`src/rtl/tta_icache.sv`:
```
// ---------------------------------------------------------------------------
// tta_icache
//   Direct-mapped instruction cache that answers the TTA program counter.
//   Lookup is combinational, so a hit acks in the same cycle as the fetch.
//   On a miss the line is filled from external memory one word at a time.
//   After the last word is written, hit_o pulses once so the PC can retry.
//
// Ports
//   clock_i      rising-edge clock
//   reset_ni     asynchronous active-low reset
//   fetch_i      PC requests the instruction at pc_i
//   pc_i         instruction word address
//   ack_o        instr_o is valid for pc_i this cycle
//   hit_o        one-cycle pulse when the missed line becomes resident
//   instr_o      instruction word read from the cache
//   flush_i      invalidate every line on the next edge
//   mem_req_o    line-fill request, held until mem_ack_i
//   mem_addr_o   line-aligned fill address
//   mem_ack_i    memory accepted the request
//   mem_valid_i  mem_data_i carries the next fill word
//   mem_data_i   fill data, words in ascending order
// ---------------------------------------------------------------------------
module tta_icache #(
  parameter int WIDTH      = 18,
  parameter int DATA       = 32,
  parameter int LINE_BITS  = 2,
  parameter int INDEX_BITS = 4
) (
  input  logic             clock_i,
  input  logic             reset_ni,
  input  logic             fetch_i,
  input  logic [WIDTH-1:0] pc_i,
  output logic             ack_o,
  output logic             hit_o,
  output logic [DATA-1:0]  instr_o,
  input  logic             flush_i,
  output logic             mem_req_o,
  output logic [WIDTH-1:0] mem_addr_o,
  input  logic             mem_ack_i,
  input  logic             mem_valid_i,
  input  logic [DATA-1:0]  mem_data_i
);

  localparam int TAG_BITS = WIDTH - INDEX_BITS - LINE_BITS;
  localparam int LINES    = 1 << INDEX_BITS;
  localparam int WORDS    = 1 << LINE_BITS;

  typedef enum logic [1:0] {IDLE, REQ, FILL, DONE} state_t;

  state_t r_state;
  state_t w_nextState;

  // Storage: only the valid bits need a reset value.
  logic [LINES-1:0]    r_valid;
  logic [TAG_BITS-1:0] r_tag  [LINES];
  logic [DATA-1:0]     r_data [LINES*WORDS];

  // Fill bookkeeping
  logic [INDEX_BITS-1:0] r_lineIdx;
  logic [TAG_BITS-1:0]   r_lineTag;
  logic [LINE_BITS-1:0]  r_count;
  logic                  r_flushed;

  logic [INDEX_BITS-1:0] w_idx;
  logic [LINE_BITS-1:0]  w_word;
  logic [TAG_BITS-1:0]   w_tag;
  logic                  w_hit;
  logic                  w_miss;
  logic                  w_fillWrite;
  logic [LINE_BITS-1:0]  w_fillWord;
  logic                  w_lastWord;

  // Address split and combinational lookup
  always_comb begin
    w_idx   = pc_i[LINE_BITS +: INDEX_BITS];
    w_word  = pc_i[LINE_BITS-1:0];
    w_tag   = pc_i[WIDTH-1 -: TAG_BITS];
    w_hit   = fetch_i & r_valid[w_idx] & (r_tag[w_idx] == w_tag);
    w_miss  = fetch_i & ~w_hit;
    ack_o   = w_hit;
    instr_o = r_data[{w_idx, w_word}];
  end

  // Fill-word strobe. A word that arrives together with mem_ack_i is word 0.
  always_comb begin
    w_fillWrite = mem_valid_i &
                  ((r_state == FILL) | ((r_state == REQ) & mem_ack_i));
    w_fillWord  = (r_state == FILL) ? r_count : '0;
    w_lastWord  = mem_valid_i & (r_state == FILL) &
                  (r_count == {LINE_BITS{1'b1}});
  end

  // State register
  always_ff @(posedge clock_i or negedge reset_ni) begin
    if (!reset_ni) begin
      r_state <= IDLE;
    end else begin
      r_state <= w_nextState;
    end
  end

  // Next-state logic; misses outside IDLE are ignored because the PC holds.
  always_comb begin
    w_nextState = r_state;
    case (r_state)
      IDLE:    if (w_miss)     w_nextState = REQ;
      REQ:     if (mem_ack_i)  w_nextState = FILL;
      FILL:    if (w_lastWord) w_nextState = DONE;
      DONE:                    w_nextState = IDLE;
      default:                 w_nextState = IDLE;
    endcase
  end

  // Outputs decoded from state
  always_comb begin
    mem_req_o = (r_state == REQ);
    hit_o     = (r_state == DONE);
  end

  assign mem_addr_o = {r_lineTag, r_lineIdx, {LINE_BITS{1'b0}}};

  // Fill control and valid bits. A flush seen at any point of a fill,
  // including the cycle that starts it or writes its last word, keeps the
  // filled line invalid so the PC misses again.
  always_ff @(posedge clock_i or negedge reset_ni) begin
    if (!reset_ni) begin
      r_valid   <= '0;
      r_lineIdx <= '0;
      r_lineTag <= '0;
      r_count   <= '0;
      r_flushed <= 1'b0;
    end else begin
      case (r_state)
        IDLE: begin
          if (w_miss) begin
            r_lineIdx <= w_idx;
            r_lineTag <= w_tag;
            r_count   <= '0;
            r_flushed <= flush_i;
          end
        end
        REQ: begin
          if (mem_ack_i) begin
            r_count <= LINE_BITS'(mem_valid_i);
          end
          if (flush_i) begin
            r_flushed <= 1'b1;
          end
        end
        FILL: begin
          if (mem_valid_i) begin
            r_count <= r_count + 1'b1;
          end
          if (flush_i) begin
            r_flushed <= 1'b1;
          end
        end
        default: begin
        end
      endcase

      if (flush_i) begin
        r_valid <= '0;
      end else begin
        if ((r_state == IDLE) && w_miss) begin
          r_valid[w_idx] <= 1'b0;
        end
        if (w_lastWord && !r_flushed) begin
          r_valid[r_lineIdx] <= 1'b1;
        end
      end
    end
  end

  // Tag and data arrays
  always_ff @(posedge clock_i) begin
    if (w_fillWrite) begin
      r_data[{r_lineIdx, w_fillWord}] <= mem_data_i;
    end
    if (w_lastWord) begin
      r_tag[r_lineIdx] <= r_lineTag;
    end
  end

endmodule

```
`config.mk`:
```
export PLATFORM = sky130hd
export DESIGN_NAME = tta_icache
export DESIGN_NICKNAME = d
export VERILOG_FILES = /design/src/rtl/tta_icache.sv
export SDC_FILE = /design/constraint.sdc
export NUM_CORES = 2
export LEC_CHECK = 0
export ABC_AREA = 1
export CORE_UTILIZATION = 35
export CTS_BUF_LIST = sky130_fd_sc_hd__clkbuf_8
export CTS_CLUSTER_SIZE = 10
export DETAILED_ROUTE_END_ITERATION = 10
export HOLD_SLACK_MARGIN = 0.02
export REMOVE_ABC_BUFFERS = 1
export SETUP_SLACK_MARGIN = 0.5
export SLEW_MARGIN = 20
export SYNTH_ARGS = -nofsm -noshare
export SYNTH_HDL_FRONTEND = slang
export SYNTH_SLANG_ARGS = --single-unit
```
`constraint.sdc`:
```
create_clock -name clock_i -period 3.9 [get_ports clock_i]
set_clock_uncertainty 0.05 [all_clocks]
set_input_delay 0.39 -clock clock_i [delete_from_list [all_inputs] [get_ports clock_i]]
set_output_delay 0.39 -clock clock_i [all_outputs]
set_load 0.02 [all_outputs]
```
==> impl_metrics.env <==
export IMPL_rsz0062_at_grt="yes"
export IMPL_fin_area_um2=104000
export IMPL_synth_top_area_cell="edfxtp_1"
export IMPL_layout_drive_gt1_share_pct=14.3
export IMPL_ys_async_sr_fraction_pct=1.62
export IMPL_grt_start_max_net_pins=118
export IMPL_vdd_ir_drop_worst_mv=0.336
export IMPL_fmax_mhz=287
export IMPL_synth_fa_ha_area_share_pct=0.0845
export IMPL_cts_sinks=2277
export IMPL_crit_chain="o21ai_2, o22ai_1, a22o_1, a221oi_2, nor2_1, a21oi_2, nand3b_1, buf_6"
export IMPL_min_period_over_period_pct=89.5
export IMPL_synth_top_area_share_pct=75.7
export IMPL_critical_path_max_stage_delay_ns=0.38
export IMPL_place_hpwl_um=167000
export IMPL_arrival_ns=3.05
export IMPL_mostFrequentLayoutCells="edfxtp_1 (2240), nor2_1 (1079), o21ai_0 (1007)"
export IMPL_synth_xor_area_share_pct=0
export IMPL_synthMuxAreaShare_pct=0.135
export IMPL_initial_core_util_pct=35.3
export IMPL_clock_latency_ns=1.05
export IMPL_antenna_found_initial=17
export IMPL_via_per_inst=5.67
export IMPL_io_buffers=106
export IMPL_fill_cells=23149
export IMPL_grt_use_total_pct=22.6
export IMPL_cp_num_buf_inv=1
export IMPL_wl_um=299000
export IMPL_syn_area_per_cell_um2=13.2
export IMPL_synth_compound_area_share_pct=11.4
export IMPL_gp_congestion=0.886
export IMPL_initialDrtViolationCount=8904
export IMPL_core_um2=252000
export IMPL_syn_to_final_growth_pct=17.6
export IMPL_cts_buffers=366
export IMPL_drc=0
export IMPL_cts_root_buffer="clkbuf_8"
export IMPL_synth_warnings=0
export IMPL_ys_seq_area_share_pct=76.8
export IMPL_crit_path_start_kind="flop"
export IMPL_ys_dominant_reg_cell="edfxtp_1"
export IMPL_die_area_um2=256000
export IMPL_synthSimpleGateAreaFrac_pct=9.38
export IMPL_tritoncts="yes"
export IMPL_synth_edf_count=2240
export IMPL_grt_pass1_vias=56507
export IMPL_rows=184
export IMPL_hold_class="in2reg"
export IMPL_firstDrtPassIters=9
export IMPL_path_class="reg2out"
export IMPL_die_width_um=506
export IMPL_clock_path_buffers=4
export IMPL_drt_antenna_violating_nets=0
export IMPL_status="finished, final reports clean"
export IMPL_clk_pin_slew_ns=0.06
export IMPL_synth_area_leaders="edfxtp_1 (76%), o21ai_0 (5.8%), nor2_1 (4.9%)"
export IMPL_ys_ff_latch=2277
export IMPL_cp_end_kind="output pin"
export IMPL_crit_required_ns=3.46
export IMPL_cts_htree_levels=5
export IMPL_min_period_ns=3.49
export IMPL_total_power_mw=51.2
export IMPL_syn_inst=6710
export IMPL_layout_nets=7247
export IMPL_postPlaceCellArea_um2=96600
export IMPL_path_delay_family="compound AO/OA/AOI/OAI gates"
export IMPL_cp_max_fo=1
export IMPL_p_leak_nw=34.5
export IMPL_tightest_slew_ns=1.14
export IMPL_setup_viol=0
export IMPL_num_vias=61227
export IMPL_wire_per_inst_um=27.7
export IMPL_syn_area_um2=88800
export IMPL_ys_types=41
export IMPL_hold_viol=0
export IMPL_maxSlewViolCount=0
export IMPL_slew_headroom_pct=23.8
export IMPL_power_density_nw_per_um2=490
export IMPL_synth_top_family_by_area="compound AO/OA/AOI/OAI gates"
export IMPL_cp_slowest_cell="edfxtp_1"
export IMPL_maxCapViolations=0
export IMPL_dieHeight_um=506
export IMPL_overflow=0
export IMPL_mostFrequentLayoutCell="edfxtp_1"
export IMPL_grt_first_pass_wirelength_um=417000
export IMPL_num_io_pins=109
==> routing by layer <==
metal  part of all wire (%)  routed length (µm)  vias up  GRT usage (%)
met5                  0.013                  40        -              0
met4                    4.1               12200        6           9.13
met3                     12               34900      673           5.37
met2                     45              134000     3791           34.5
met1                     39              118000    30826           31.1
li1                       -                   -    25931              -
==> worst register-to-register path: cells and delay by family, from the launching register on <==
family / cells / cell delay, ns
buffers and inverters: 2 / 0.60
adder cells (fa/ha/maj): 1 / 0.85
AND/OR/NAND/NOR: 2 / 0.76
AO/OA/AOI/OAI: 1 / 0.14
flip-flops: 1 / 0.42
==> cell families after synthesis <==
group	Yosys count
simple gates	2150
mux	12
fa+ha+maj	6
flops	2277
other cells	1
buf+inv	495
compound gates	1769
==> sequential cells by signal (all words and copies together) (netlist names) <==
name / flops
r_state: 2
r_count: 2
r_lineTag: 12
r_data: 2048
r_tag: 192
r_flushed: 1
r_lineIdx: 4
r_valid: 16
==> timing repair <==
action                                 in CTS  in global routing
cloned                                      0                  2
endpoints found under the hold margin    1108                244
pin swaps                                  27                 20
gates resized for setup                   111                 61
setup buffers                              11                 12
hold buffers                               47                  4
setup endpoints to repair                  29                 28
==> cell type report <==
cell class | instances | area (µm²) | area share (%)
clock inverter | 257 | 1200 | 1.15
inverter | 55 | 249 | 0.238
timing repair buffer | 546 | 5810 | 5.56
multi-input combinational | 3939 | 19700 | 18.8
tap | 3348 | 4190 | 4.01
antenna | 7 | 17.5 | 0.0168
sequential | 2277 | 68200 | 65.3
clock buffer | 373 | 5130 | 4.91
==> cells in the mapped netlist (all sizes together) (2+ instances only) <==
cell type	n
mux2i	12
nor3	9
buf	84
o22ai	492
a211oi	2
o2111ai	14
ha	6
dfrtp	37
nand2	878
nor2	1163
edfxtp	2240
o21ai	1038
a22oi	2
o221ai	7
clkinv	2
o21bai	6
o21a	5
a21oi	59
nand4	63
clkbuf	356
nand3	34
a22o	69
a41oi	10
inv	53
a221oi	62
==> stage by stage <==
stage | worst slack [ns] | instances | util, % | hold slack (ns) | setup TNS (ns)
4_1_cts | 0.357 | 10772 | 41.3 | 0.0210 | 0
3_5_place_dp | -0.194 | 10084 | 38.4 | 0.436 | -0.194
2_1_floorplan | -11.26 | 6271 | - | 0.0444 | -366.90
3_3_place_gp | -0.160 | 10084 | 38.4 | 0.443 | -0.160
5_1_grt | 0.330 | 10797 | 41.5 | 0.240 | 0
6_report | 0.410 | 10802 | 41.5 | 0.247 | 0
==> power breakdown <==
| part | total (mW) | switching [mW] | internal [mW] |
|---|---|---|---|
| logic | 4.58 | 3.25 | 1.34 |
| clock network | 18.5 | 9.32 | 9.22 |
| registers | 28.0 | 0.495 | 27.5 |
==> path summary, 6_finish.rpt <==
check                      cells past startpoint            from  slack (ns)              to
max                                            8   r_data[5][25]        0.41     instr_o[25]
min                                            2  mem_data_i[15]        0.25  r_data[53][15]
max reg2reg                                    6      r_state[1]        0.97    r_lineTag[0]
min reg2reg                                    2       r_flushed        0.45       r_flushed
max in group asynchronous                      4        reset_ni        3.21      r_valid[9]
min in group asynchronous                      4        reset_ni        0.29    r_lineTag[8]
No activity file was read; power rests on OpenSTA's default activity.
